$ cat config.mk
export PLATFORM = sky130hd
export DESIGN_NAME = friet_p_rc_rev_seq
export DESIGN_NICKNAME = d
export VERILOG_FILES = /design/src/rtl/friet_p_rc_pkg.sv /design/src/rtl/friet_p_rc_inv.sv /design/src/rtl/friet_p_rc_rev_seq.sv
export SDC_FILE = /design/constraint.sdc
export NUM_CORES = 1
export LEC_CHECK = 0
export CELL_PAD_IN_SITES_DETAIL_PLACEMENT = 1
export CELL_PAD_IN_SITES_GLOBAL_PLACEMENT = 1
export CORE_MARGIN = 2
export CORE_UTILIZATION = 45
export CTS_BUF_LIST = sky130_fd_sc_hd__clkbuf_2 sky130_fd_sc_hd__clkbuf_4 sky130_fd_sc_hd__clkbuf_8
export DETAILED_ROUTE_END_ITERATION = 8
export PLACE_DENSITY = 0.86
export SLEW_MARGIN = 20
export SYNTH_ARGS = -nofsm -noshare
export SYNTH_HDL_FRONTEND = slang
export SYNTH_SLANG_ARGS = --single-unit
$ cat constraint.sdc
create_clock -name clk -period 4.7 [get_ports clk]
set_input_delay 0.47 -clock clk [delete_from_list [all_inputs] [get_ports clk]]
set_output_delay 0.47 -clock clk [all_outputs]
set_load 0.005 [all_outputs]
$ cat src/rtl/friet_p_rc_pkg.sv
`default_nettype none
// ============================================================================
// Module  : friet_p_rc_pkg
// Brief   : Shared types and LFSR step functions for Friet-P round constants.
// Revision: 1.0
// ============================================================================
package friet_p_rc_pkg;

  localparam int RC_W = 5;

  typedef enum logic [1:0] {
    IDLE = 2'd0,
    SEEK = 2'd1,
    EMIT = 2'd2
  } rc_state_t;

  // Forward step: next round constant from the current one.
  function automatic logic [RC_W-1:0] rc_fwd(input logic [RC_W-1:0] r);
    rc_fwd = {~r[4], r[2], r[1], r[0], r[0] ^ r[3]};
  endfunction

  // Inverse step: previous round constant from the current one.
  function automatic logic [RC_W-1:0] rc_inv(input logic [RC_W-1:0] n);
    rc_inv = {~n[4], n[0] ^ n[1], n[3], n[2], n[1]};
  endfunction

endpackage
`default_nettype wire

$ cat src/rtl/friet_p_rc_inv.sv
`default_nettype none
// ============================================================================
// Module  : friet_p_rc_inv
// Brief   : Combinational inverse round-constant step (reverse LFSR walk).
// Revision: 1.0
// ============================================================================
module friet_p_rc_inv
  import friet_p_rc_pkg::*;
(
  input  logic [RC_W-1:0] i_rc,
  output logic [RC_W-1:0] o_rc
);

  assign o_rc = rc_inv(i_rc);

endmodule
`default_nettype wire

$ cat src/rtl/friet_p_rc_rev_seq.sv
`default_nettype none
// ============================================================================
// Module  : friet_p_rc_rev_seq
// Brief   : Emits Friet-P round constants last round first over valid/ready.
//           Optional macro FRIET_P_RC_REV_CACHE_EN keeps the last constant so
//           later sequences skip the forward seek.
// Revision: 1.0
// ============================================================================
module friet_p_rc_rev_seq
  import friet_p_rc_pkg::*;
#(
  parameter int              NUM_ROUNDS = 24,
  parameter logic [RC_W-1:0] RC_INIT    = 5'h1F
) (
  input  logic                                                  clk,
  input  logic                                                  rst,
  input  logic                                                  start,
  output logic                                                  busy,
  output logic [RC_W-1:0]                                       rc_out,
  output logic [((NUM_ROUNDS > 1) ? $clog2(NUM_ROUNDS) : 1)-1:0] rc_round,
  output logic                                                  rc_valid,
  input  logic                                                  rc_ready,
  output logic                                                  rc_last,
  output logic                                                  done
);

  localparam int            RW          = (NUM_ROUNDS > 1) ? $clog2(NUM_ROUNDS) : 1;
  localparam logic [RW-1:0] c_round_max = RW'(NUM_ROUNDS - 1);
  localparam logic [RW-1:0] c_seek_last = RW'((NUM_ROUNDS > 1) ? NUM_ROUNDS - 2 : 0);
  localparam bit            c_single    = (NUM_ROUNDS == 1);

  rc_state_t       r_state;
  logic [RC_W-1:0] r_rc;
  logic [RW-1:0]   r_cnt;
  logic [RW-1:0]   r_round;
  logic            r_valid;
  logic            r_busy;
  logic            r_last;
  logic            r_done;

  logic [RC_W-1:0] w_rc_fwd;
  logic [RC_W-1:0] w_rc_inv;
  logic [RC_W-1:0] w_start_rc;
  logic            w_cache_hit;
  logic            w_seek_end;

  assign w_rc_fwd   = rc_fwd(r_rc);
  assign w_seek_end = (r_state == SEEK) && (r_cnt == c_seek_last);

  friet_p_rc_inv u_inv (
    .i_rc (r_rc),
    .o_rc (w_rc_inv)
  );

`ifdef FRIET_P_RC_REV_CACHE_EN
  logic [RC_W-1:0] r_cache_rc;
  logic            r_cache_vld;

  // Only the first completed seek after reset fills the cache.
  always_ff @(posedge clk) begin
    if (rst) begin
      r_cache_rc  <= '0;
      r_cache_vld <= 1'b0;
    end else if (w_seek_end && !r_cache_vld) begin
      r_cache_rc  <= w_rc_fwd;
      r_cache_vld <= 1'b1;
    end
  end

  assign w_cache_hit = r_cache_vld;
  assign w_start_rc  = r_cache_vld ? r_cache_rc : RC_INIT;
`else
  assign w_cache_hit = 1'b0;
  assign w_start_rc  = RC_INIT;
`endif

  always_ff @(posedge clk) begin
    if (rst) begin
      r_state <= IDLE;
      r_rc    <= '0;
      r_cnt   <= '0;
      r_round <= '0;
      r_valid <= 1'b0;
      r_busy  <= 1'b0;
      r_last  <= 1'b0;
      r_done  <= 1'b0;
    end else begin
      r_done <= 1'b0;
      case (r_state)
        IDLE: begin
          if (start) begin
            r_rc    <= w_start_rc;
            r_cnt   <= '0;
            r_round <= c_round_max;
            r_busy  <= 1'b1;
            if (c_single || w_cache_hit) begin
              r_state <= EMIT;
              r_valid <= 1'b1;
              r_last  <= c_single;
            end else begin
              r_state <= SEEK;
            end
          end
        end
        SEEK: begin
          r_rc  <= w_rc_fwd;
          r_cnt <= r_cnt + RW'(1);
          if (w_seek_end) begin
            r_state <= EMIT;
            r_valid <= 1'b1;
            r_last  <= 1'b0;
          end
        end
        EMIT: begin
          // Everything holds while the consumer stalls.
          if (rc_ready) begin
            if (r_round == '0) begin
              r_state <= IDLE;
              r_valid <= 1'b0;
              r_busy  <= 1'b0;
              r_last  <= 1'b0;
              r_done  <= 1'b1;
            end else begin
              r_rc    <= w_rc_inv;
              r_round <= r_round - RW'(1);
              r_last  <= (r_round == RW'(1));
            end
          end
        end
        default: begin
          r_state <= IDLE;
          r_valid <= 1'b0;
          r_busy  <= 1'b0;
          r_last  <= 1'b0;
        end
      endcase
    end
  end

  assign busy     = r_busy;
  assign rc_out   = r_rc;
  assign rc_round = r_round;
  assign rc_valid = r_valid;
  assign rc_last  = r_last;
  assign done     = r_done;

endmodule
`default_nettype wire

; ---- After elaboration in Yosys (flattened, before gate mapping)
; Index checks and enable logic that the tools add are counted.
[classes]
order_cmp = 0
n_reduce_logical = 14
n_eq_ne = 9
n_shift = 0
mux = 26
n_mul = 0
bitwise_logic = 7
addsub = 2
n_div = 0
[op_table]
columns = cell, count
row1 = $mux W5, 7
row2 = $pmux W5 S2, 2
row3 = $reduce_and A4 Y1, 5
row4 = $pmux W5 S3, 1
row5 = $ne A2 B2 Y1 const B, 5
row6 = $pmux W1 S3, 3
row7 = $mux W1, 8
row8 = $mux W2, 4
row9 = $pmux W2 S3, 1
row10 = $add A5 B1 Y5 const B, 1
row11 = $eq A5 B1 Y1 const B, 1
row12 = $eq A5 B5 Y1 const B, 1
row13 = $logic_not A5 Y1, 1
row14 = $not A1 Y1, 5
row15 = $sub A5 B1 Y5 const B, 1
row16 = $reduce_bool A2 Y1, 2
row17 = $reduce_and A3 Y1, 1
row18 = $reduce_bool A3 Y1, 1
row19 = $reduce_or A3 Y1, 1
row20 = $eq A2 B1 Y1 const B, 1
row21 = $eq A2 B2 Y1 const B, 1
row22 = $logic_not A2 Y1, 1
row23 = $reduce_and A2 Y1, 1
row24 = $xor A1 B1 Y1, 2
row25 = $logic_and A1 B1 Y1, 1
[word_totals]
mem_bits_rw = 0
word_cells = 66
ff_bits = 21
mem_bits_ro = 0
mem_count = 0
latchBits = 0

; ---- Depth between registers and ports, before layout
; Gate-level depths: netlist (run 1).
[depth]
depth_word = 4
ltp_mapped = 8
depth_no_buf = 6

; ---- Modules after synthesis
; From an unflattened synthesis (run 1), not the netlist that was laid out.
[hier_totals]
cells_unflattened = 148
area_unflattened_um2 = 1255.0
[modules_own_cells]
columns = mod, n_inst, area_per_inst_um2, cells_each, seq_area_each_um2
row1 = friet_p_rc_rev_seq, 1, 1219.9, 143, 420.4
row2 = friet_p_rc_inv, 1, 35.0, 5, 0.0

; ---- Worst setup path after synthesis (run 1)
; OpenSTA, ideal clock, no wires.
[synth_timing]
kind = reg2reg
from = register r_round[0] (netlist: rc_round[0])
to = register r_rc[1] (netlist: rc_out[1])
slack_ps = 3007
t_required_ps = 4609
arrival_ps = 1602
path_stages_with_launch = 7
setup_ps = 91
cell_sequence = dfxtp_1 > inv_1 > ha_1 > or4b_4 > a21boi_4 > nor3_2 > a311oi_1
[synth_between]
elab_chain_len = 3
[synth_lines]
columns = item, line_no
row1 = "start, declared", friet_p_rc_rev_seq.sv:35  ; logic [RW-1:0] r_round;
row2 = "start signal, assigned", friet_p_rc_rev_seq.sv:94  ; r_round <= c_round_max;
row3 = "start signal, assigned", friet_p_rc_rev_seq.sv:125  ; r_round <= r_round - RW'(1);
row4 = $logic_not A5 Y1, friet_p_rc_rev_seq.sv:117  ; if (r_round == '0) begin
row5 = $ne A2 B2 Y1 (no line), n/a
row6 = $reduce_and A4 Y1 (no line), n/a
row7 = "end signal, assigned", friet_p_rc_rev_seq.sv:92  ; r_rc <= w_start_rc;
row8 = "end signal, assigned", friet_p_rc_rev_seq.sv:106  ; r_rc <= w_rc_fwd;
row9 = "end signal, assigned", friet_p_rc_rev_seq.sv:124  ; r_rc <= w_rc_inv;
row10 = "end, declared", friet_p_rc_rev_seq.sv:33  ; logic [RC_W-1:0] r_rc;
; No other way between the ends.
; A chain may end at the register's enable or synchronous reset.

; ---- Final worst setup path (run 1)
[layout_timing]
from = register r_state[0]
to = register r_rc[1] (netlist: rc_out[1])
[layout_between]
elab_chain_len = 3
word_cells_on_any_way = 9
cone_classes = eq/ne (5) / mux (1) / reduce/logical (3)
[layout_lines]
columns = item, line_no
row1 = "start, declared", friet_p_rc_rev_seq.sv:32  ; rc_state_t r_state;
row2 = "start signal, assigned", friet_p_rc_rev_seq.sv:79  ; r_state <= IDLE;
row3 = "start signal, assigned", friet_p_rc_rev_seq.sv:97  ; r_state <= EMIT;
row4 = "start signal, assigned", friet_p_rc_rev_seq.sv:101  ; r_state <= SEEK;
row5 = $eq A2 B2 Y1 (tied with other cells), friet_p_rc_rev_seq.sv:89  ; case (r_state)
row6 = $ne A2 B2 Y1 (no line) or $reduce_bool A3 Y1 (tied branches), n/a
row7 = $reduce_and A4 Y1 (no line), n/a
; Parallel ways exist; a longest one is shown, timed or not.

==> results of run 1 <==
[critical path, cell delays in order (launching register included)]
cell	delay, ns
dfxtp_1	0.36
inv_1	0.09
ha_1	0.43
nor2b_1	0.74
nor2_1	0.25
a21oi_1	0.22
a311oi_1	0.06
[flip-flops by register name, summed over array words and instances (netlist names)]
name      count
rc_round      5
rc_last       1
r_state       2
done          1
rc_valid      1
r_cnt         5
busy          1
rc_out        5
[path summary, 6_finish.rpt]
check	start	endpoint	slack, ns	depth (start not counted)
max	r_state[0]	rc_out[1]	2.41	6
min	rc_valid	rc_valid	0.48	2
max reg2reg	r_state[0]	rc_out[1]	2.41	6
min reg2reg	rc_valid	rc_valid	0.48	2
[cells by family after synthesis]
kind of cell / after synthesis
and+or+nand+nor: 45
xor gates and xnor gates: 4
DFF: 21
buffers and inverters: 14
adders and majority gates: 7
AOI/OAI and AO/OA: 44
muxes: 2
[routing by layer]
metal,track usage [%],up-vias,routed length (um)
met2,36.22,15,1604
li1,-,534,-
met5,0,-,0
met1,25.55,542,1319
met4,5.226,0,21
met3,4.684,5,84
[area by class of cell]
| type | count | area (um^2) | share of cell area, % |
|---|---|---|---|
| flip-flops and latches | 21 | 420.4 | 29.87 |
| well taps | 30 | 37.54 | 2.667 |
| clock buffers | 3 | 22.52 | 1.600 |
| inverters | 8 | 30.03 | 2.133 |
| repair buffers | 17 | 170.2 | 12.09 |
| clock inverters | 1 | 5.005 | 0.3556 |
| multi-input cells | 102 | 721.9 | 51.29 |
[placed cells by master, fill, tap and decap left out, types with 2 or more instances in the layout]
| cell type | n |
|---|---|
| nor3_2 | 2 |
| nand3_1 | 3 |
| o21ai_0 | 5 |
| clkbuf_4 | 3 |
| clkdlybuf4s50_1 | 17 |
| inv_1 | 8 |
| o21a_1 | 2 |
| nand2_1 | 9 |
| nor3_1 | 7 |
| o2111ai_1 | 2 |
| nor2_1 | 11 |
| ha_1 | 7 |
| a22oi_1 | 2 |
| or3_1 | 2 |
| nor2b_1 | 4 |
| a221oi_1 | 2 |
| a211oi_1 | 3 |
| a21oi_1 | 12 |
| a211o_1 | 2 |
| a311oi_1 | 4 |
| dfxtp_1 | 21 |
| xor2_1 | 3 |
[power breakdown]
part	leakage, nW	total (mW)	internal (mW)	switching (mW)
Sequential	0.173	0.223	0.197	0.0256
Clock	0.0177	0.0896	0.0319	0.0577
Combinational	0.304	0.153	0.0754	0.0777
[per-stage QoR]
step                      std cells  hold slack, ns  instance area (um^2)  total power [mW]
after floorplan                 137          0.4400                  1196            0.3181
after global placement          178          0.4368                  1380            0.3711
after detailed placement        178          0.4636                  1380            0.3795
after CTS                       182          0.4814                  1408            0.4689
after global routing            182          0.5075                  1408            0.4955
final                           182          0.4775                  1408            0.4656
==> results.tsv, run 1 <==
stage	metric	value	unit
status	status	finished clean	
worst_setup_path	crit_path_start_kind	register	
drt	antenna_left	0	
logic_synthesis	synth-adder-area-share	7.322	%
placed_design	pre_cts_ws	2.310	ns
floorplanning	core_area	2500	um^2
floorplanning	dieArea	3086	um^2
worst_setup_path	crit_fanout	13	
global_routing	grt_pass1_wl	5175	um
timing	fin_setup_tns	0	ns
logic_synthesis	yosysMostFrequentCell	dfxtp_1	
clock_tree	clkSinkCount	21	
logic_synthesis	synthCells	137	
timing	setup_violations	0	
clock_tree	htree_levels	1	
floorplanning	die_w	55.56	um
clock_tree	post_cts_buffers	0	
final_layout	drive_gt1_share	8.553	%
placed_design	place_congestion	0.8011	
drt	drt-wirelength-per-cell	16.64	um
placed_design	dpl.hpwl	2222	um
worst_setup_path	worstPathRequired	4.88	ns
timing	worst_pin_slew	0.8440	ns
clock_tree	numCtsBuffers	3	
drt	vias	1096	
timing	final_hold_viol_count	0	
timing	slew_headroom	43.62	%
final_layout	diodes	0	
final_layout	area_growth	17.68	%
clock_tree	cts_hold_buf	0	
power	p_leak	0.4947	nW
worst_setup_path	path_class	reg -> reg	
global_routing	grt_pass1_vias	1116	
timing	fmax	437.3	MHz
logic_synthesis	async_flop_share	0	%
clock_tree	cts_max_path_buffers	2	
floorplanning	start_util	47.85	%
logic_synthesis	yosysTopAreaCell	dfxtp_1	
logic_synthesis	synth_cell_types	42	
floorplanning	io_pins	18	
drt	route.detailed.drc	0	
logic_synthesis	synth-main-ff-cell	dfxtp_1	
logic_synthesis	syn-num-nets	148	
final_layout	fin_util	56.31	%
timing	grt_setup_unrepaired	no	
drt	firstDrtPassIters	4	
timing	fin_ws	2.413	ns
drt	first_iter_violations	18	
logic_synthesis	synth_area_leaders	dfxtp_1, ha_1, a21oi_1, nor2_1, a311oi_1	
logic_synthesis	yosys-top-cells-count	dfxtp_1, a21oi_1, nor2_1, nand2_1, inv_1	
global_routing	overflow	0	
worst_setup_path	arrival	2.47	ns
power	p_per_area	330.8	nW/um^2
clock_tree	cts_tree	built	
logic_synthesis	synth_top_area_share	35.15	%
final_layout	fillers	313	
logic_synthesis	yosys_warnings	0	
global_routing	antenna_found_initial	0	
timing	fin_crit_sh	48.65	%
logic_synthesis	synthesis.area	1196	um^2
logic_synthesis	ys_ff_latch	21	
logic_synthesis	synthSimpleGateAreaFrac	20.82	%
timing	slew_violations	0	
logic_synthesis	synth_xor_area_share	2.929	%
logic_synthesis	synth-compound-area-share	27.51	%
logic_synthesis	synth-edff-count	0	
timing	fin_crit	2.287	ns
floorplanning	die_y	55.56	um
logic_synthesis	ys_seq_area_share	35.15	%
clock_tree	root_buffer	clkbuf_4	
global_routing	grt_start_max_net_pins	23	
drt	routed_wl	3029	um
clock_tree	cts-resized-gates	0	
global_routing	track_usage	20.70	%
logic_synthesis	synth_top_family_by_area	compound AO/OA/AOI/OAI gates	
final_layout	nNetsFinal	164	
timing	skew	0.005910	ns
worst_setup_path	cp-end-kind	register	
logic_synthesis	muxShareOfSynthArea	1.778	%
min_path	hp-class	reg -> reg	
drt	via_per_inst	6.022	
clock_tree	clk_pin_slew	0.12	ns
logic_synthesis	synth.avg_cell_area	8.731	um^2
power	peakVddDrop	0.0002564	V
placed_design	io_buffers	17	
job	drv_cap	0	
clock_tree	clk_latency	0.31	ns
floorplanning	num_rows	18	
Note: power is estimated with default switching activity, not from simulation.
==> run 2: changes to the inputs <==
--- a/config.mk
+++ b/config.mk
@@ -8,10 +8,10 @@
 export CELL_PAD_IN_SITES_DETAIL_PLACEMENT = 1
 export CELL_PAD_IN_SITES_GLOBAL_PLACEMENT = 1
 export CORE_MARGIN = 2
-export CORE_UTILIZATION = 45
+export CORE_UTILIZATION = 37
 export CTS_BUF_LIST = sky130_fd_sc_hd__clkbuf_2 sky130_fd_sc_hd__clkbuf_4 sky130_fd_sc_hd__clkbuf_8
 export DETAILED_ROUTE_END_ITERATION = 8
-export PLACE_DENSITY = 0.86
+export PLACE_DENSITY = 0.75
 export SLEW_MARGIN = 20
 export SYNTH_ARGS = -nofsm -noshare
 export SYNTH_HDL_FRONTEND = slang
==> constraint.sdc (replaced) <==
create_clock -name clk -period 1.9 [get_ports clk]
set_input_delay 0.19 -clock clk [delete_from_list [all_inputs] [get_ports clk]]
set_output_delay 0.19 -clock clk [all_outputs]
set_load 0.005 [all_outputs]
==> results.tsv, run 2 (synthesis gave the netlist of run 1 again) <==
stage	metric	value	unit
power	p_per_area	782.4	nW/um^2
drt	vias	1128	
timing	final_hold_viol_count	0	
power	p_total	1.214	mW
worst_setup_path	path_class	reg -> reg	
final_layout	area_growth	29.71	%
global_routing	grt_start_max_net_pins	15	
final_layout	fin_area	1551	um^2
timing	fin_crit	1.815	ns
floorplanning	io_pins	18	
worst_setup_path	endpoint	rc_out[4]	
timing	slew_headroom	76.37	%
placed_design	dpl.hpwl	2344	um
clock_tree	htree_levels	1	
floorplanning	dieArea	3703	um^2
placed_design	place_congestion	0.7592	
floorplanning	core_area	3053	um^2
clock_tree	numCtsBuffers	3	
timing	skew	0.002408	ns
global_routing	grt_pass1_vias	1179	
global_routing	grt_pass1_wl	5595	um
final_layout	final_common_cell	dfxtp_1	
worst_setup_path	worstReg2RegEnd	rc_out[4]	
min_path	hp-start	rc_valid	
final_layout	nNetsFinal	175	
placed_design	place_area	1480	um^2
power	peakVddDrop	0.0003474	V
timing	fmax	551.0	MHz
drt	drt-wirelength-per-cell	15.71	um
clock_tree	clk_latency	0.31	ns
drt	firstDrtPassIters	4	
final_layout	layout_common_cells	dfxtp_1, clkdlybuf4s50_1, a21oi_1, buf_4	
status	status	finished clean	
worst_setup_path	arrival	2.03	ns
clock_tree	clk_pin_slew	0.13	ns
worst_setup_path	reg2reg_slack	0.08	ns
drt	routed_wl	3252	um
clock_tree	cts_max_path_buffers	2	
min_path	hp-class	reg -> reg	
worst_setup_path	cp-end-kind	register	
job	drv_cap	0	
clock_tree	cts_hold_buf	0	
clock_tree	root_buffer	clkbuf_4	
worst_setup_path	regToRegStartpoint	rc_round[1]	
floorplanning	start_util	39.18	%
placed_design	io_buffers	17	
timing	worst_pin_slew	0.3495	ns
clock_tree	cts_tree	built	
drt	antenna_left	0	
global_routing	track_usage	19.89	%
floorplanning	die_y	60.86	um
clock_tree	clkSinkCount	21	
worst_setup_path	crit_fanout	6	
power	p_leak	0.5522	nW
drt	first_iter_violations	53	
global_routing	overflow	0	
timing	setup_violations	0	
worst_setup_path	worstPathRequired	2.12	ns
drt	via_per_inst	5.449	
worst_setup_path	crit_path_start_kind	register	
timing	fin_crit_sh	95.53	%
floorplanning	die_w	60.86	um
worst_setup_path	crit_start	rc_round[1]	
final_layout	drive_gt1_share	19.63	%
drt	route.detailed.drc	0	
worst_setup_path	worstRegToRegCells	6	
global_routing	antenna_found_initial	0	
final_layout	diodes	0	
floorplanning	num_rows	20	
timing	slew_violations	0	
run 2: worst min-delay path by stage:
stage / endpoint / slack, ns / depth (start not counted)
after floorplan: rc_out[2] / 0.26 / 1
after global placement: rc_valid / 0.44 / 2
after detailed placement: rc_valid / 0.45 / 2
after CTS: rc_valid / 0.47 / 2
after global routing: rc_valid / 0.49 / 2
final: rc_valid / 0.46 / 2
run 2: worst max-delay path: stages (launching register included):
cell	delay (ns)
dfxtp_1	0.37
inv_1	0.12
ha_4	0.17
or4b_4	0.48
a21boi_4	0.19
nor3_2	0.10
a311oi_1	0.30
run 2: repair_timing:
action                     in CTS  in global routing
setup endpoints to repair       2                 10
pin swaps                       0                  2
gates resized for setup         2                  8
buffers inserted                0                  0
run 2: where the power goes:
| group | leakage [nW] | internal (mW) | switching, mW |
|---|---|---|---|
| Clock | 0.0177 | 0.0785 | 0.148 |
| Combinational | 0.362 | 0.227 | 0.212 |
| Sequential | 0.173 | 0.488 | 0.0608 |
| Total | 0.552 | 0.793 | 0.420 |
run 2: metal layers:
metal	routed length, um	track usage [%]	share of wire (%)	up-vias
met5	0	0	0	-
met4	33	5.901	1.0	0
met1	1571	26.93	48	552
met2	1584	32.72	49	15
met3	62	2.985	1.9	4
li1	-	-	-	557
run 2: layout make-up:
cell class	instances	area [um^2]
clock inverter	1	5.005
timing repair buffer	28	252.7
inverter	8	30.03
fill	384	1501
multi-input combinational	102	765.7
sequential	21	420.4
clock buffer	3	22.52
tap	44	55.05
run 2: through the flow:
| stage | hold WS [ns] | setup WS, ns | setup TNS [ns] | util (%) | instances |
|---|---|---|---|---|---|
| after floorplan | 0.2621 | 0.2072 | 0 | - | 137 |
| after global placement | 0.4376 | 0.08695 | 0 | 48.48 | 203 |
| after detailed placement | 0.4482 | 0.001043 | 0 | 48.48 | 203 |
| after CTS | 0.4674 | 0.02066 | 0 | 49.75 | 207 |
| after global routing | 0.4918 | -0.01091 | -0.01266 | 50.82 | 207 |
| final | 0.4632 | 0.08497 | 0 | 50.82 | 207 |
==> patch 1, RTL diff (settings of run 2) <==
The parameter `NUM_ROUNDS` goes from 24 to 48.
--- a/src/rtl/friet_p_rc_rev_seq.sv
+++ b/src/rtl/friet_p_rc_rev_seq.sv
@@ -9,7 +9,7 @@
 module friet_p_rc_rev_seq
   import friet_p_rc_pkg::*;
 #(
-  parameter int              NUM_ROUNDS = 24,
+  parameter int              NUM_ROUNDS = 48,
   parameter logic [RC_W-1:0] RC_INIT    = 5'h1F
 ) (
   input  logic                                                  clk,
Ports: changed (resized rc_round); port bits go from 18 to 19. The function was not compared with the original's and may differ.
==> patch 1 against run 2 <==
  * Wire length grew 15%
  * Die area grew 6.9%
  * First-iteration DRC count grew 1.9%
  * Synthesized area grew 7.4%
  * Maximum frequency is essentially flat
  * Hold slack gained 0.033 ns
  * Highest routed layer unchanged
  * Count of clock-buffer cells in the layout grew 1
  * Worst setup slack lost 0.0015 ns
  * Cell area grew 8.5%
  * Critical path depth grew 1
  * Sequential cell count grew 2
Power is not compared: it rests on default switching activity, and its combinational part moved more than twofold at a synthesized area within 25%.
==> patch 1: results (changes against run 2) <==
status finished clean; filler instances 430 (+12%); crit-path max FO 10 (+4); Clk pin slew, worst setup/hold paths 0.13 ns (about the same); Synth Area in Compound Gates 27.7% (+0.14 points); Synth cell types 38 (-9.5%); reg2reg start r_state[0]; Tightest Hold Check Type register to register; synth warn 0 (unchanged); Iteration-0 DRC Markers 54 (+1.9%); XOR/XNOR Fraction of Synth Area 0.682% (-2.2 points); layout cells sized above 1 16.7% (-3.0 points); placed cell count 222 (+9.4%); wire length on met3 111 um (+79%); syn nets 165 (+11%); adder-cell share of the synthesized area 7.79% (+0.47 points); worst-skew pair later-pin latency 0.33 ns (+0.02 ns); worst relative slew slack 74.0% (-2.3 points); Max Root-Sink Buffers 2 (unchanged); slowest stage delay, CP 0.36 ns (-0.12 ns); dpl cell area 1580 um2 (+6.8%); Final HPWL DP 2610 um (+11%); global-route wire length before repair 6270 um (+12%); Global Route Usage Sum 19.4% (-0.45 points); Critical path destination rc_out[1]; Placer Congestion 0.808 (+6.4%); Final Non-Filler Cells 226 (+9.2%); routed vias/inst 5.73 (+5.2%); M1 WL 1600 um (+1.7%); WL met2 1990 um (+26%); slowest CP cell dfxtp_1; vias in the first global route 1319 (+12%); worst r2r path cells 7 (+1); Hold Slack 0.497 ns (+0.0334 ns); most instantiated cells after synthesis dfxtp_1 (23), a21oi_1 (16), nand2_1 (14), a311oi_1 (10), nor2_1 (9); R2R setup slack 0.08 ns; Synth area leaders dfxtp_1 (36%), ha_1 (7.8%), a311oi_1 (6.8%); nets 193 (+10%); Clock Skew 0.00248 ns (+0.0000762 ns); power per cell area 1730 nW/um2; Post-Syn Area per Cell 8.40 um2 (-3.8%); largest net degree at the start of global routing 13 (-2); register area share after synthesis 35.8% (+0.69 points); Final setup viols 0 (unchanged); mux cell area share after synthesis 1.56% (-0.22 points); IO Port Bufs 18 (+1); routed len/inst 16.6 um (+5.6%)
patch 1: cell types whose count changed after synthesis, sizes merged, moves of 4 or more:
cell    before  now
nand2        9   14
a21oi       12   16
nor3         9    5
a311oi       4   10
a31oi        0    4
nand2b       1    5
nor3b        0    4
patch 1: cells by family (layout without fill, tap and decap cells):
family | Yosys count | after routing
AO/OA/AOI/OAI | 51 | 51
buffers and inverters | 13 | 40
XOR/XNOR | 1 | 1
AND/OR/NAND/NOR | 55 | 55
multiplexers | 2 | 2
adder cells (fa/ha/maj) | 8 | 8
flip-flops | 23 | 23
patch 1: repair_timing:
item	CTS	global route
gates resized for setup	3	11
endpoints found under the setup margin	3	10
pin swaps	0	3
patch 1: cell type report:
cell class	count	area share (%)
clock buffers	4	1.78
well taps	46	3.42
flip-flops and latches	23	27.4
repair buffers	29	15.6
inverters	7	1.56
multi-input cells	117	50.3
patch 1: report_power, final:
part | internal, mW | switching, mW | leakage [nW]
clock | 0.0967 | 0.159 | 0.0184
combinational | 0.832 | 1.00 | 0.395
sequential | 0.627 | 0.186 | 0.189
total | 1.55 | 1.35 | 0.603
patch 1: how the worst min path moves through the flow:
stage	start	end
after global placement	rc_valid	rc_valid
after global routing	r_cnt[5]	r_cnt[5]
final	rc_valid	rc_valid
after CTS	rc_valid	rc_valid
after detailed placement	rc_valid	rc_valid
after floorplan	rst	rc_round[3]
patch 1: critical path: cells and delay by family, from the launching register on:
kind / cells / cell delay (ns)
buffers and inverters: 2 / 0.31
adders and majority gates: 1 / 0.26
and+or+nand+nor: 3 / 0.62
AOI/OAI and AO/OA: 1 / 0.15
DFF: 1 / 0.36
patch 1: layer usage:
| layer | GRT usage, % | up-vias |
|---|---|---|
| li1 | - | 624 |
| met1 | 23.4 | 640 |
| met2 | 34.7 | 26 |
| met3 | 3.96 | 6 |
| met4 | 5.28 | 0 |
| met5 | 0 | - |
patch 1: per-stage QoR:
step	worst slack [ns]	setup TNS (ns)
2_1_floorplan	0.183	0
6_report	0.0834	0
4_1_cts	0.00346	0
5_1_grt	-0.0247	-0.0606
3_3_place_gp	0.0885	0
3_5_place_dp	-0.00197	-0.00197
==> patch 2, RTL diff (settings of run 2) <==
Made on the original files. The 3 states of `rc_state_t` get a one-hot encoding in 3 bits.
--- a/src/rtl/friet_p_rc_pkg.sv
+++ b/src/rtl/friet_p_rc_pkg.sv
@@ -8,10 +8,10 @@
 
   localparam int RC_W = 5;
 
-  typedef enum logic [1:0] {
-    IDLE = 2'd0,
-    SEEK = 2'd1,
-    EMIT = 2'd2
+  typedef enum logic [2:0] {
+    IDLE = 3'b001,
+    SEEK = 3'b010,
+    EMIT = 3'b100
   } rc_state_t;
 
   // Forward step: next round constant from the current one.
Check against the original RTL: same outputs for any inputs over 10 cycles, from zero or initial values and one cycle with rst high; not proved beyond that.
==> patch 2 against run 2 <==
  * Wire length shrank 4.0%
  * Worst setup slack gained 0.027 ns
  * Count of clock-buffer cells in the layout is the same
  * Synthesized area shrank 2.5%
  * Hold slack gained 0.043 ns
  * Sequential cell count grew 1
  * Cell area shrank 6.7%
  * Via count shrank 2.6%
  * Global-route usage shrank 0.89 points
  * Non-clock buffer count shrank 6
  * Die area shrank 2.3%
Power is not compared: it rests on default switching activity, and its combinational part moved more than twofold at a synthesized area within 25%.
==> patch 2: results (changes against run 2) <==
layout cells sized above 1 13.1% (-6.6 points); Tcrit/Tclk final 94.1% (-1.4 points); Global Route Usage Sum 19.0% (-0.89 points); cell family with most CP delay simple AND/OR/NAND/NOR gates; Final HPWL DP 2270 um (-3.3%); Synth area leaders dfxtp_1 (38%), nor2_1 (7.1%), a21oi_1 (4.3%); Clk pin slew, worst setup/hold paths 0.13 ns (about the same); IO Port Bufs 17 (unchanged); global-route wire length before repair 5300 um (-5.3%); H-tree Lvls 1 (unchanged); via count 1099 (-2.6%); Tightest Hold Check Type register to register; Post-synth ARST share 0% (unchanged); most instantiated cells after synthesis dfxtp_1 (22), nor2_1 (22), a21oi_1 (10), o21ai_0 (9), nor3_1 (7); Iteration-0 DRC Markers 23 (-57%); ant diodes 0 (unchanged); crit-path max FO 7 (+1); synth warn 0 (unchanged); drt pass-1 iters 4 (unchanged); Worst-Margin Slew 0.446 ns (+0.0965 ns); routed len/inst 15.9 um (+0.91%); status finished clean; Hold Violations, Final 0 (unchanged); crit path DAT 2.02 ns; Clock Skew 0.00275 ns (+0.000338 ns); VDD IR max 0.306 mV; Placer Congestion 0.889 (+17%); ys flop type dfxtp_1; register area share after synthesis 37.8% (+2.6 points); Hold Slack 0.506 ns (+0.0428 ns); worst slack, placed 0.112 ns (+0.111 ns); nets 162 (-7.4%); largest net degree at the start of global routing 14 (-1); Synth cell types 41 (-2.4%); Max Root-Sink Buffers 2 (unchanged); number of CTS-inserted buffers 3 (unchanged); slowest CP cell nor4b_4; syn nets 142 (-4.1%); slowest stage delay, CP 0.41 ns (-0.07 ns)
patch 2: cell types whose count changed in the layout (fill, tap and decap cells not counted), sizes merged, moves of 3 or more:
cell and change:
nor3b +3, nand2 -6, nor2b -3, nand2b +3, buf -6, o21ai +5
ha -3, nor2 +11
patch 2: worst paths after layout:
kind | cells past startpoint | endpoint | from
hold / removal | 2 | rc_last | rc_last
setup / recovery | 6 | rc_round[1] | rc_round[1]
hold reg to reg | 2 | rc_last | rc_last
setup reg to reg | 6 | rc_round[1] | rc_round[1]
patch 2: cell families after synthesis:
group           after synthesis  synth area share, %
flops                        22                 37.8
compound gates               37                 21.7
buf+inv                      13                 5.79
fa+ha+maj                     4                 4.29
xor+xnor                      1                0.751
simple gates                 57                 29.7
patch 2: what timing repair did:
action / CTS / global route
setup buffers: 0 / 1
gates resized for setup: 0 / 5
setup endpoints to repair: 0 / 6
patch 2: report_power, final:
part,internal [mW],leakage [nW],total (mW),switching [mW]
Clock,0.213,0.0279,0.364,0.151
Sequential,0.487,0.181,0.527,0.0394
Combinational,0.0929,0.304,0.181,0.0877
Total,0.793,0.513,1.07,0.278
patch 2: final cells by class:
type                    count  area [um2]
clock inverters             1        30.0
well taps                  44        55.1
flip-flops and latches     22         444
clock buffers               3        22.5
repair buffers             22         208
fillers                   348        1580
multi-input cells          99         666
inverters                   6        22.5
patch 2: through the flow:
stage	std cells	instance area (um2)	util, %	power [mW]
floorplan	134	1170	-	0.632
global placement	192	1380	45.5	0.705
detailed placement	192	1380	45.5	0.713
CTS	196	1430	47.2	1.08
global route	197	1450	47.8	1.13
finish	197	1450	47.8	1.07
patch 2: metal layers:
layer	vias to the layer above	global-route usage (%)	routed length, um
met1	549	24.9	1440
met5	-	0	0
met3	2	2.60	68
met4	0	6.03	10
met2	16	32.0	1610
li1	532	-	-
